$ cat src/rtl/proc_wait_timer_if.sv
// -----------------------------------------------------------------------------
// proc_wait_timer_if
//
// Bundles the command handshake, the per-channel time buses, the clock-gate
// controls and the status outputs of proc_wait_timer.
//
// Parameters
//   CH : number of channels (>= 2)
//   W  : time / counter width in bits
//
// Signals (direction seen from the timer, i.e. the slave modport)
//   cmd_valid  in   command request
//   cmd_ready  out  command accept; transfer on cmd_valid && cmd_ready
//   cmd_type   in   1=load rel, 2=load ext, 3=load reftime, 4=abort,
//                   5=periodic load (reload build only), others=no-op
//   cmd_ch     in   target channel; values >= CH are an accepted no-op
//   rel_time   in   per-channel relative time, channel i at [i*W +: W]
//   ext_time   in   per-channel external time, same packing
//   event_ref  in   per-channel event reference, sampled every cycle
//   ckg_force  in   forces the clock-gate enable high
//   ckg_ind    in   indication captured under the gate enable
//   busy       out  per-channel counting flag
//   expire     out  per-channel one-cycle expiry pulse
//   ckg_en     out  registered clock-gate enable
//   ckg_ind_1d out  gated capture of ckg_ind
// -----------------------------------------------------------------------------
interface proc_wait_timer_if #(
  parameter int CH = 2,
  parameter int W  = 8
);
  localparam int CHW = (CH > 1) ? $clog2(CH) : 1;

  logic            cmd_valid;
  logic            cmd_ready;
  logic [4:0]      cmd_type;
  logic [CHW-1:0]  cmd_ch;
  logic [CH*W-1:0] rel_time;
  logic [CH*W-1:0] ext_time;
  logic [CH*W-1:0] event_ref;
  logic            ckg_force;
  logic            ckg_ind;
  logic [CH-1:0]   busy;
  logic [CH-1:0]   expire;
  logic            ckg_en;
  logic            ckg_ind_1d;

  // Command / time source side.
  modport master (
    output cmd_valid, cmd_type, cmd_ch, rel_time, ext_time, event_ref,
           ckg_force, ckg_ind,
    input  cmd_ready, busy, expire, ckg_en, ckg_ind_1d
  );

  // Timer side.
  modport slave (
    input  cmd_valid, cmd_type, cmd_ch, rel_time, ext_time, event_ref,
           ckg_force, ckg_ind,
    output cmd_ready, busy, expire, ckg_en, ckg_ind_1d
  );
endinterface

$ cat src/rtl/proc_wait_timer.sv
// -----------------------------------------------------------------------------
// proc_wait_timer
//
// Multi-channel wait-time engine. Each channel owns a W-bit down-counter that
// is loaded on command from a relative time, an external time, or a one-cycle
// old copy of the event reference. When a counter runs out the channel pulses
// its expire flag for one cycle. A registered clock-gate enable (any channel
// busy next cycle, or forced) qualifies a downstream indication flop; no
// derived clock is produced.
//
// Build option
//   PROC_WAIT_RELOAD_EN : when defined, cmd_type 5 performs a periodic load.
//                         The channel reloads its counter on every expiry and
//                         keeps counting until aborted. When undefined,
//                         cmd_type 5 is a no-op and the reload/periodic
//                         registers are not built.
//
// Ports
//   clk : clock, rising edge
//   rst : asynchronous, active-low reset
//   bus : proc_wait_timer_if.slave (command handshake, time buses,
//         clock-gate controls, busy/expire/ckg status)
// -----------------------------------------------------------------------------
module proc_wait_timer #(
  parameter int CH = 2,
  parameter int W  = 8
) (
  input  logic             clk,
  input  logic             rst,
  proc_wait_timer_if.slave bus
);

  typedef enum logic [4:0] {
    CMD_LOAD_REL = 5'd1,
    CMD_LOAD_EXT = 5'd2,
    CMD_LOAD_REF = 5'd3,
    CMD_ABORT    = 5'd4,
    CMD_LOAD_PER = 5'd5
  } cmd_e;

  typedef enum logic {
    ST_IDLE  = 1'b0,
    ST_COUNT = 1'b1
  } state_e;

  // ---------------------------------------------------------------------------
  // State
  // ---------------------------------------------------------------------------
  state_e        state_q   [CH];
  state_e        state_d   [CH];
  logic [W-1:0]  cnt_q     [CH];
  logic [W-1:0]  cnt_d     [CH];
  logic [W-1:0]  reftime_q [CH];
  logic [CH-1:0] expire_q;
  logic [CH-1:0] expire_d;
  logic          ckg_en_q;
  logic          ckg_en_d;
  logic          ckg_ind_1d_q;

`ifdef PROC_WAIT_RELOAD_EN
  logic [W-1:0]  reload_q  [CH];
  logic [W-1:0]  reload_d  [CH];
  logic [CH-1:0] periodic_q;
  logic [CH-1:0] periodic_d;
`endif

  logic [CH-1:0] busy_q;
  logic [CH-1:0] busy_d;

  // ---------------------------------------------------------------------------
  // Command decode
  // ---------------------------------------------------------------------------
  logic          ch_valid;   // cmd_ch names an existing channel
  logic          sel_busy;   // the addressed channel is counting
  logic          is_abort;
  logic          is_load;
  logic          cmd_ready;
  logic          cmd_fire;
  logic [CH-1:0] hit;        // accepted command addresses channel i
  logic [W-1:0]  load_val [CH];

  always_comb begin
    // NOTE: every signal assigned in a combinational block gets a default
    // first, so no path leaves it unassigned and no latch is inferred.
    ch_valid = 1'b0;
    sel_busy = 1'b0;
    for (int i = 0; i < CH; i++) begin
      if (int'(bus.cmd_ch) == i) begin
        ch_valid = 1'b1;
        sel_busy = (state_q[i] == ST_COUNT);
      end
    end
  end

  assign is_abort = (bus.cmd_type == CMD_ABORT);

`ifdef PROC_WAIT_RELOAD_EN
  assign is_load = (bus.cmd_type == CMD_LOAD_REL) ||
                   (bus.cmd_type == CMD_LOAD_EXT) ||
                   (bus.cmd_type == CMD_LOAD_REF) ||
                   (bus.cmd_type == CMD_LOAD_PER);
`else
  assign is_load = (bus.cmd_type == CMD_LOAD_REL) ||
                   (bus.cmd_type == CMD_LOAD_EXT) ||
                   (bus.cmd_type == CMD_LOAD_REF);
`endif

  // Loads stall on a counting channel; aborts and out-of-range channels never
  // stall. A periodic channel stays counting, so it also refuses loads.
  assign cmd_ready = !sel_busy || is_abort || !ch_valid;
  assign cmd_fire  = bus.cmd_valid && cmd_ready;

  always_comb begin
    for (int i = 0; i < CH; i++) begin
      hit[i] = cmd_fire && (int'(bus.cmd_ch) == i);
    end
  end

  // Load value per channel. Reftime is the registered event reference, so a
  // reftime load sees the value event_ref had one cycle earlier. Type 5 uses
  // the relative time like type 1.
  always_comb begin
    for (int i = 0; i < CH; i++) begin
      case (bus.cmd_type)
        CMD_LOAD_EXT: load_val[i] = bus.ext_time[i*W +: W];
        CMD_LOAD_REF: load_val[i] = reftime_q[i];
        default:      load_val[i] = bus.rel_time[i*W +: W];
      endcase
    end
  end

  // ---------------------------------------------------------------------------
  // Per-channel next state
  // ---------------------------------------------------------------------------
  always_comb begin
    for (int i = 0; i < CH; i++) begin
      state_d[i]  = state_q[i];
      cnt_d[i]    = cnt_q[i];
      expire_d[i] = 1'b0;
`ifdef PROC_WAIT_RELOAD_EN
      reload_d[i]   = reload_q[i];
      periodic_d[i] = periodic_q[i];
`endif

      if (hit[i] && is_abort) begin
        // Abort takes priority over a final count landing on the same edge,
        // so the expire pulse is suppressed.
        state_d[i] = ST_IDLE;
        cnt_d[i]   = '0;
`ifdef PROC_WAIT_RELOAD_EN
        periodic_d[i] = 1'b0;
`endif
      end else if (hit[i] && is_load) begin
        // Only reachable from IDLE: cmd_ready holds loads off a busy channel.
        if (load_val[i] == '0) begin
          // Zero wait: stay idle and report expiry straight away.
          state_d[i]  = ST_IDLE;
          cnt_d[i]    = '0;
          expire_d[i] = 1'b1;
        end else begin
          state_d[i] = ST_COUNT;
          cnt_d[i]   = load_val[i];
        end
`ifdef PROC_WAIT_RELOAD_EN
        // A periodic load of 0 degenerates to a one-shot, so no flag.
        reload_d[i]   = load_val[i];
        periodic_d[i] = (bus.cmd_type == CMD_LOAD_PER) && (load_val[i] != '0);
`endif
      end else if (state_q[i] == ST_COUNT) begin
        // The <= guard keeps the counter from ever wrapping below zero.
        if (cnt_q[i] <= W'(1)) begin
          expire_d[i] = 1'b1;
`ifdef PROC_WAIT_RELOAD_EN
          if (periodic_q[i]) begin
            cnt_d[i] = reload_q[i];
          end else begin
            state_d[i] = ST_IDLE;
            cnt_d[i]   = '0;
          end
`else
          state_d[i] = ST_IDLE;
          cnt_d[i]   = '0;
`endif
        end else begin
          cnt_d[i] = cnt_q[i] - W'(1);
        end
      end
    end
  end

  always_comb begin
    for (int i = 0; i < CH; i++) begin
      busy_q[i] = (state_q[i] == ST_COUNT);
      busy_d[i] = (state_d[i] == ST_COUNT);
    end
  end

  // Gate enable looks one cycle ahead so it is already high in the first
  // busy cycle.
  assign ckg_en_d = (|busy_d) || bus.ckg_force;

  // ---------------------------------------------------------------------------
  // Registers
  // ---------------------------------------------------------------------------
  always_ff @(posedge clk or negedge rst) begin
    if (!rst) begin
      // NOTE: these per-channel arrays are a few flops each, not RAM, so they
      // are reset like any other register; a reset mid-count must leave every
      // counter and reference at zero.
      for (int i = 0; i < CH; i++) begin
        state_q[i]   <= ST_IDLE;
        cnt_q[i]     <= '0;
        reftime_q[i] <= '0;
`ifdef PROC_WAIT_RELOAD_EN
        reload_q[i]  <= '0;
`endif
      end
`ifdef PROC_WAIT_RELOAD_EN
      periodic_q   <= '0;
`endif
      expire_q     <= '0;
      ckg_en_q     <= 1'b0;
      ckg_ind_1d_q <= 1'b0;
    end else begin
      // NOTE: sequential state uses non-blocking assignments so every flop
      // samples the pre-edge values regardless of statement order.
      for (int i = 0; i < CH; i++) begin
        state_q[i]   <= state_d[i];
        cnt_q[i]     <= cnt_d[i];
        reftime_q[i] <= bus.event_ref[i*W +: W];
`ifdef PROC_WAIT_RELOAD_EN
        reload_q[i]  <= reload_d[i];
`endif
      end
`ifdef PROC_WAIT_RELOAD_EN
      periodic_q <= periodic_d;
`endif
      expire_q <= expire_d;
      ckg_en_q <= ckg_en_d;
      // Enable-qualified capture: the indication flop only updates while
      // the current gate enable is high.
      if (ckg_en_q) begin
        ckg_ind_1d_q <= bus.ckg_ind;
      end
    end
  end

  // ---------------------------------------------------------------------------
  // Outputs
  // ---------------------------------------------------------------------------
  assign bus.cmd_ready  = cmd_ready;
  assign bus.busy       = busy_q;
  assign bus.expire     = expire_q;
  assign bus.ckg_en     = ckg_en_q;
  assign bus.ckg_ind_1d = ckg_ind_1d_q;

endmodule

$ cat src/flat_wrapper.sv
// flat-port wrapper written by rule: the top's interface ports become plain ports
module proc_wait_timer_flat 
#(
  parameter int CH = 2,
  parameter int W  = 8
)
  (clk, rst, bus_cmd_valid, bus_cmd_type, bus_cmd_ch, bus_rel_time, bus_ext_time, bus_event_ref, bus_ckg_force, bus_ckg_ind, bus_cmd_ready, bus_busy, bus_expire, bus_ckg_en, bus_ckg_ind_1d);
  proc_wait_timer_if #(.CH(CH), .W(W)) bus_i ();
  input  logic clk;
  input  logic rst;
  input wire logic [$bits(bus_i.cmd_valid)-1:0] bus_cmd_valid;
  input wire logic [$bits(bus_i.cmd_type)-1:0] bus_cmd_type;
  input wire logic [$bits(bus_i.cmd_ch)-1:0] bus_cmd_ch;
  input wire logic [$bits(bus_i.rel_time)-1:0] bus_rel_time;
  input wire logic [$bits(bus_i.ext_time)-1:0] bus_ext_time;
  input wire logic [$bits(bus_i.event_ref)-1:0] bus_event_ref;
  input wire logic [$bits(bus_i.ckg_force)-1:0] bus_ckg_force;
  input wire logic [$bits(bus_i.ckg_ind)-1:0] bus_ckg_ind;
  output wire logic [$bits(bus_i.cmd_ready)-1:0] bus_cmd_ready;
  output wire logic [$bits(bus_i.busy)-1:0] bus_busy;
  output wire logic [$bits(bus_i.expire)-1:0] bus_expire;
  output wire logic [$bits(bus_i.ckg_en)-1:0] bus_ckg_en;
  output wire logic [$bits(bus_i.ckg_ind_1d)-1:0] bus_ckg_ind_1d;
  assign bus_i.cmd_valid = bus_cmd_valid;
  assign bus_i.cmd_type = bus_cmd_type;
  assign bus_i.cmd_ch = bus_cmd_ch;
  assign bus_i.rel_time = bus_rel_time;
  assign bus_i.ext_time = bus_ext_time;
  assign bus_i.event_ref = bus_event_ref;
  assign bus_i.ckg_force = bus_ckg_force;
  assign bus_i.ckg_ind = bus_ckg_ind;
  assign bus_cmd_ready = bus_i.cmd_ready;
  assign bus_busy = bus_i.busy;
  assign bus_expire = bus_i.expire;
  assign bus_ckg_en = bus_i.ckg_en;
  assign bus_ckg_ind_1d = bus_i.ckg_ind_1d;
  proc_wait_timer #(.CH(CH), .W(W)) u_core (.clk(clk), .rst(rst), .bus(bus_i));
endmodule
$ cat config.mk
export PLATFORM = sky130hd
export DESIGN_NAME = proc_wait_timer_flat
export DESIGN_NICKNAME = d
export VERILOG_FILES = /design/src/rtl/proc_wait_timer_if.sv /design/src/rtl/proc_wait_timer.sv /design/src/flat_wrapper.sv
export SDC_FILE = /design/constraint.sdc
export NUM_CORES = 1
export LEC_CHECK = 0
export CORE_ASPECT_RATIO = 1.5
export CORE_UTILIZATION = 51
export DETAILED_ROUTE_END_ITERATION = 10
export GPL_TIMING_DRIVEN = 1
export PLACE_DENSITY = 0.87
export SKIP_CTS_REPAIR_TIMING = 1
export SYNTH_ARGS = -nofsm -noshare
export SYNTH_HDL_FRONTEND = slang
export SYNTH_SLANG_ARGS = --single-unit
$ cat constraint.sdc
create_clock -name clk -period 4.5 [get_ports clk]
set_input_delay 0.9 -clock clk [delete_from_list [all_inputs] [get_ports clk]]
set_output_delay 0.9 -clock clk [all_outputs]
set_load 0.02 [all_outputs]
==> insert_results.sql, run 1 <==
INSERT INTO impl_metrics (metric_group, metric, value, unit) VALUES
('status', 'status', 'completed', ''),
('synth', 'synth-edff-count', '0', ''),
('die', 'ios', '66', ''),
('placed_design', 'postPlaceCellArea', '0.002920', 'mm^2'),
('clocking', 'clock_tree.buffer_depth', '2', ''),
('synth', 'synth_ff_type', 'sky130_fd_sc_hd__dfrtp_1', ''),
('global_route', 'gr_overflow_total', '0', ''),
('layout', 'num-nets-final', '367', ''),
('worst_setup_path', 'worst_setup_path_type', 'in -> out', ''),
('worst_setup_path', 'critPathMaxFanout', '4', ''),
('detailed_routing', 'drc', '0', ''),
('layout', 'area_growth', '33.50', '%'),
('global_route', 'met3_track_usage_gr', '5.116', '%'),
('synth', 'ys_seq_elements', '38', ''),
('synth', 'synth.largest_area_cell', 'sky130_fd_sc_hd__dfrtp_1', ''),
('timing', 'layout_worst_path_cycle_share', '78.93', '%'),
('layout', 'most_common_cell_after_layout_fill_and_taps_aside', 'sky130_fd_sc_hd__clkdlybuf4s50_1', ''),
('die', 'floorplan.die.height', '83.46', 'um'),
('timing', 'rsz0062_at_grt', 'no', ''),
('timing', 'max_slew.worst_pin.slew', '806.7', 'ps'),
('timing', 'timing_hold_violations_final', '0', ''),
('placed_design', 'placed_cell_count', '343', ''),
('worst_hold_path', 'worst_hold_path.endpoint', 'u_core.bus.ckg_ind_1d', ''),
('worst_setup_path', 'worst_r2r_startpoint', 'u_core.cnt_q[3]', ''),
('clocking', 'clkSlewWorstSetupHoldPaths', '70', 'ps'),
('clocking', 'cts_inserted_buffers', '5', ''),
('power_and_ir_drop', 'max-vdd-ir-drop', '352.8', 'uV'),
('layout', 'insertedDiodeCount', '0', ''),
('worst_hold_path', 'hold_class', 'reg -> reg', ''),
('detailed_routing', 'routed_wl', '5410', 'um'),
('worst_hold_path', 'timing.hold.worst.start', 'u_core.bus.ckg_ind_1d', ''),
('synth', 'synth_seq_area_share', '42.15', '%'),
('clocking', 'cts_max_level', '2', ''),
('global_route', 'grt-busiest-layer', 'met2', ''),
('layout', 'drive_above_1_share', '4.918', '%'),
('worst_setup_path', 'critPathLaunchType', 'primary input', ''),
('clocking', 'cts.sink_count', '38', ''),
('placed_design', 'port-buffer-count', '65', ''),
('die', 'die_x', '56.31', 'um'),
('synth', 'asyncSetResetFlopFracSynth', '100.0', '%'),
('synth', 'synth.distinct_cells', '45', ''),
('placed_design', 'gp_congestion', '0.9315', ''),
('worst_setup_path', 'reg2reg_slack', '2000', 'ps'),
('worst_setup_path', 'worst_path_max_delay_cell', 'sky130_fd_sc_hd__clkdlybuf4s50_1', ''),
('die', 'number_of_rows_created_at_floorplan', '29', ''),
('synth', 'syn_inst', '243', ''),
('detailed_routing', 'detailroute.via_count', '2119', ''),
('timing', 'slew_headroom', '46.22', '%'),
('clocking', 'clk_tree_root_cell', 'sky130_fd_sc_hd__clkbuf_8', ''),
('synth', 'postSynthNetCount', '306', ''),
('flow_run', 'number_of_maximum_capacitance_violations', '0', ''),
('global_route', 'globalRouteMet1Util', '30.74', '%'),
('global_route', 'grt_first_pass_wirelength', '9321', 'um'),
('worst_setup_path', 'worstSetupEndpointType', 'output port', ''),
('power_and_ir_drop', 'design_power_total', '1.297', 'mW'),
('die', 'initial_utilization', '53.14', '%'),
('clocking', 'insertion_delay_to_the_later_sink_of_the_worst_skew_pair', '290', 'ps'),
('placed_design', 'placement.setup.worst_slack', '964.5', 'ps'),
('layout', 'final_cell_area', '0.003012', 'mm^2'),
('synth', 'synth-warning-count', '0', ''),
('synth', 'synth_area', '0.002256', 'mm^2'),
('timing', 'setup_violation_total_in_the_final_timing_report', '0', ''),
('synth', 'ys_top_cells_by_area', 'sky130_fd_sc_hd__dfrtp_1 42%, sky130_fd_sc_hd__mux2i_1 8.0%, sky130_fd_sc_hd__a211oi_1 4.7%, sky130_fd_sc_hd__nor2_1 4.3%, sky130_fd_sc_hd__nor3_1 3.3%', ''),
('timing', 'achievable-frequency', '281.6', 'MHz'),
('timing', 'final.setup.worst_slack', '948.3', 'ps'),
('clocking', 'tritoncts', 'yes', ''),
('layout', 'final_cells', '351', ''),
('timing', 'timing.setup.tns', '0', 'ps'),
('worst_setup_path', 'worst_r2r_endpoint', 'u_core.cnt_q[3]', ''),
('global_route', 'grt_pass1_vias', '2106', ''),
('timing', 'final_period_minus_worst_setup_slack', '3552', 'ps');
==> cell families (layout without fill, tap and decap cells) <==
| logic type | after synthesis | in the layout | synth area share, % |
|---|---|---|---|
| xor+xnor | 1 | 1 | 0.3883 |
| mux | 19 | 19 | 8.486 |
| simple gates | 101 | 101 | 24.07 |
| buf+inv | 21 | 83 | 3.716 |
| fa+ha+maj | 4 | 4 | 2.219 |
| flops | 38 | 38 | 42.15 |
| compound gates | 59 | 59 | 18.97 |
==> worst max path at each step <==
stage	from	to	slack, ps	depth (start not counted)
after global routing	bus_cmd_type[4]	bus_cmd_ready	800	5
after CTS	bus_cmd_type[4]	bus_cmd_ready	950	5
after floorplan	bus_cmd_type[4]	u_core.bus.ckg_en	1870	6
after global placement	bus_cmd_type[4]	bus_cmd_ready	1040	5
final	bus_cmd_type[4]	bus_cmd_ready	950	5
after detailed placement	bus_cmd_type[4]	bus_cmd_ready	960	5
==> flip-flops by register name, summed over array words and instances (netlist names) <==
signal	cells
u_core.reftime_q	16
u_core.bus.busy	2
u_core.bus.expire	2
u_core.bus.ckg_en	1
u_core.bus.ckg_ind_1d	1
u_core.cnt_q	16
==> layout make-up <==
type / instances / area (um^2)
clock inverters: 1 / 5.005
repair buffers: 67 / 660.6
fillers: 315 / 1234
inverters: 8 / 30.03
well taps: 46 / 57.56
clock buffers: 7 / 86.33
flip-flops and latches: 38 / 950.9
multi-input cells: 184 / 1221
==> critical path: cells and delay by family <==
family	cells	cell delay, ps
buffers and inverters	2	1060
AND/OR/NAND/NOR	3	690
==> where the power goes <==
group          switching, mW  internal, mW  leakage, nW
Clock                  0.112         0.123       0.0482
Sequential             0.127         0.432        0.443
Combinational          0.252         0.252        0.685
==> stage by stage <==
step	utilization, %	hold WS [ps]
finish	70.94	519.1
detailed placement	68.79	516.8
global placement	68.79	487.7
CTS	70.94	533.6
floorplan	-	557.3
global route	70.94	539.2
==> cells in the mapped netlist (all sizes together) (2+ instances only) <==
| library cell | instances |
|---|---|
| nor4b | 3 |
| nand3 | 3 |
| o211ai | 4 |
| nor2 | 26 |
| clkbuf | 11 |
| a21oi | 6 |
| nor3 | 15 |
| inv | 7 |
| and3 | 4 |
| o311a | 2 |
| nand2b | 3 |
| a211oi | 15 |
| a22oi | 3 |
| nor4 | 13 |
| dfrtp | 38 |
| buf | 2 |
| ha | 4 |
| nand2 | 18 |
| or4 | 6 |
| a221oi | 4 |
| mux2i | 18 |
| or3 | 3 |
| nor2b | 2 |
| a41oi | 2 |
| o21ai | 14 |
| nand4 | 2 |
==> per-layer routing <==
| layer | vias up | share of wire, % |
|---|---|---|
| li1 | 1052 | - |
| met1 | 968 | 41 |
| met2 | 89 | 52 |
| met3 | 10 | 5.7 |
| met4 | 0 | 1.9 |
| met5 | - | 0 |
No activity file was read; power rests on OpenSTA's default activity.
==> inputs of run 2 (changes only) <==
--- a/config.mk
+++ b/config.mk
@@ -6,10 +6,10 @@
 export NUM_CORES = 1
 export LEC_CHECK = 0
 export CORE_ASPECT_RATIO = 1.5
-export CORE_UTILIZATION = 51
+export CORE_UTILIZATION = 48
 export DETAILED_ROUTE_END_ITERATION = 10
 export GPL_TIMING_DRIVEN = 1
-export PLACE_DENSITY = 0.87
+export PLACE_DENSITY = 0.83
 export SKIP_CTS_REPAIR_TIMING = 1
 export SYNTH_ARGS = -nofsm -noshare
 export SYNTH_HDL_FRONTEND = slang
==> constraint.sdc (replaced) <==
create_clock -name clk -period 3.5 [get_ports clk]
set_input_delay 0.7 -clock clk [delete_from_list [all_inputs] [get_ports clk]]
set_output_delay 0.7 -clock clk [all_outputs]
set_load 0.02 [all_outputs]
==> insert_results.sql, run 2 (synthesis results as in run 1) <==
INSERT INTO impl_metrics (metric_group, metric, value, unit) VALUES
('status', 'status', 'finished with violations', ''),
('detailed_routing', 'detailroute.via_count', '2171', ''),
('worst_setup_path', 'critPathLaunchType', 'primary input', ''),
('die', 'design.die.area', '0.004984', 'mm^2'),
('die', 'initial_utilization', '50.08', '%'),
('layout', 'drive_above_1_share', '5.863', '%'),
('detailed_routing', 'drc', '3', ''),
('worst_setup_path', 'worst_r2r_startpoint', 'u_core.cnt_q[3]', ''),
('die', 'floorplan.die.height', '85.97', 'um'),
('layout', 'area_growth', '34.05', '%'),
('layout', 'insertedDiodeCount', '0', ''),
('layout', 'num-nets-final', '370', ''),
('die', 'core_area', '0.004504', 'mm^2'),
('detailed_routing', 'first_pass_iters', '8', ''),
('global_route', 'gr-usage-all-layers', '24.84', '%'),
('worst_setup_path', 'ff2ff_path_depth', '5', ''),
('power_and_ir_drop', 'max-vdd-ir-drop', '302.1', 'uV'),
('timing', 'timing_max_transition_violations_final', '0', ''),
('clocking', 'tritoncts', 'yes', ''),
('timing', 'rsz0062_at_grt', 'no', ''),
('detailed_routing', 'drt-wirelength-per-cell', '15.65', 'um'),
('clocking', 'clkSlewWorstSetupHoldPaths', '70', 'ps'),
('layout', 'most_common_cell_after_layout_fill_and_taps_aside', 'sky130_fd_sc_hd__clkdlybuf4s50_1', ''),
('detailed_routing', 'routed_via_density', '6.115', ''),
('worst_setup_path', 'reg2reg_slack', '1030', 'ps'),
('worst_setup_path', 'worstSetupEndpointType', 'output port', ''),
('global_route', 'grt_first_pass_wirelength', '9577', 'um'),
('timing', 'timing_hold_violations_final', '0', ''),
('timing', 'timing.setup.tns', '0', 'ps'),
('clocking', 'insertion_delay_to_the_later_sink_of_the_worst_skew_pair', '290', 'ps'),
('worst_setup_path', 'worst_setup_path_type', 'in -> out', ''),
('placed_design', 'port-buffer-count', '65', ''),
('clocking', 'clk_tree_root_cell', 'sky130_fd_sc_hd__clkbuf_8', ''),
('worst_hold_path', 'hold_class', 'in -> async', ''),
('timing', 'setup_violation_total_in_the_final_timing_report', '0', ''),
('layout', 'fillers', '375', ''),
('placed_design', 'postPlaceCellArea', '0.002945', 'mm^2'),
('clocking', 'cts_max_level', '2', ''),
('worst_setup_path', 'worstPathRequired', '2800', 'ps'),
('timing', 'clock_skew', '6.293', 'ps'),
('global_route', 'gr_overflow_total', '0', ''),
('clocking', 'clock_tree.buffer_depth', '2', ''),
('placed_design', 'gp_congestion', '0.8853', ''),
('die', 'number_of_rows_created_at_floorplan', '30', ''),
('placed_design', 'place.detailed.hpwl', '4392', 'um'),
('timing', 'layout_worst_path_cycle_share', '90.92', '%'),
('die', 'ios', '66', ''),
('global_route', 'maximum_number_of_pins_on_one_net_before_global_route_repair', '39', ''),
('timing', 'max_slew.worst_pin.slew', '823.6', 'ps'),
('layout', 'most-common-layout-cells', '64 x sky130_fd_sc_hd__clkdlybuf4s50_1, 38 x sky130_fd_sc_hd__dfrtp_1, 26 x sky130_fd_sc_hd__nor2_1, 18 x sky130_fd_sc_hd__nand2_1, 18 x sky130_fd_sc_hd__mux2i_1', ''),
('die', 'die_x', '57.98', 'um'),
('status', 'failed_checks', 'design-rule violations', ''),
('worst_setup_path', 'critPathMaxFanout', '4', ''),
('timing', 'final_period_minus_worst_setup_slack', '3182', 'ps'),
('global_route', 'grt_antenna_before_repair', '0', ''),
('power_and_ir_drop', 'power_density', '542.0', 'mW/mm^2'),
('worst_setup_path', 'worst_ep_arrival_time', '2480', 'ps'),
('detailed_routing', 'routed_wl', '5554', 'um'),
('flow_run', 'number_of_maximum_capacitance_violations', '0', ''),
('detailed_routing', 'antenna_violating_nets_post_route', '0', ''),
('worst_setup_path', 'worst_r2r_endpoint', 'u_core.cnt_q[3]', ''),
('power_and_ir_drop', 'static-leakage-power', '1.187', 'nW'),
('layout', 'largest_registers', 'u_core.cnt_q (16), u_core.reftime_q (16)', ''),
('timing', 'achievable-frequency', '314.2', 'MHz'),
('layout', 'final_cell_area', '0.003024', 'mm^2'),
('clocking', 'cts.sink_count', '38', ''),
('detailed_routing', 'drt-initial-drc-count', '84', ''),
('timing', 'slew_headroom', '45.09', '%'),
('clocking', 'cts_inserted_buffers', '5', ''),
('global_route', 'grt_pass1_vias', '2202', '');
run 2: cell count changes in the layout (fill, tap and decap cells not counted):
cell | before | now
sky130_fd_sc_hd__clkbuf_1 | 1 | 0
sky130_fd_sc_hd__buf_4 | 2 | 5
sky130_fd_sc_hd__clkinv_2 | 1 | 2
sky130_fd_sc_hd__clkbuf_8 | 6 | 5
run 2: power breakdown:
part	total [mW]	leakage, nW	internal [mW]	switching [mW]
registers	0.721	0.443	0.556	0.165
logic	0.637	0.700	0.323	0.314
clock network	0.281	0.0438	0.134	0.147
run 2: cell type report:
| type | instances | area [um^2] | area share (%) |
|---|---|---|---|
| multi-input cells | 184 | 1221 | 40.38 |
| inverters | 8 | 30.03 | 0.9930 |
| repair buffers | 70 | 683.2 | 22.59 |
| flip-flops and latches | 38 | 950.9 | 31.44 |
| clock inverters | 2 | 10.01 | 0.3310 |
| well taps | 48 | 60.06 | 1.986 |
| clock buffers | 5 | 68.82 | 2.276 |
run 2: worst max path at each step:
stage,startpoint,end,slack [ps]
detailed placement,bus_cmd_type[0],u_core.bus.ckg_en,280
CTS,bus_cmd_type[4],bus_cmd_ready,310
finish,bus_cmd_type[4],bus_cmd_ready,320
global route,bus_cmd_type[4],bus_cmd_ready,160
floorplan,bus_cmd_type[4],u_core.bus.ckg_en,1070
global placement,bus_cmd_type[4],bus_cmd_ready,340
run 2: layer usage:
metal / track usage, % / share of wire [%] / vias up
met5: 0 / 0 / -
met4: 11.26 / 1.7 / 0
met3: 4.676 / 5.1 / 10
met2: 42.42 / 52 / 80
met1: 29.80 / 41 / 1020
li1: - / - / 1061
run 2: worst max-delay path, stage by stage:
cell and delay [ps]:
sky130_fd_sc_hd__clkdlybuf4s50_1 460, sky130_fd_sc_hd__nor4_1 500, sky130_fd_sc_hd__nand2_1 150, sky130_fd_sc_hd__nand2_1 80, sky130_fd_sc_hd__clkdlybuf4s50_1 590
run 2: stage by stage:
step / total power [mW] / setup WS (ps) / utilization (%) / hold WS (ps) / std cells
floorplan: 1.129 / 1065 / - / 404.4 / 243
detailed placement: 1.363 / 279.5 / 65.39 / 494.1 / 348
global placement: 1.343 / 340.8 / 65.39 / 489.0 / 348
global route: 1.777 / 156.0 / 67.14 / 543.3 / 355
finish: 1.639 / 317.8 / 67.14 / 506.5 / 355
CTS: 1.646 / 312.3 / 67.14 / 510.9 / 355
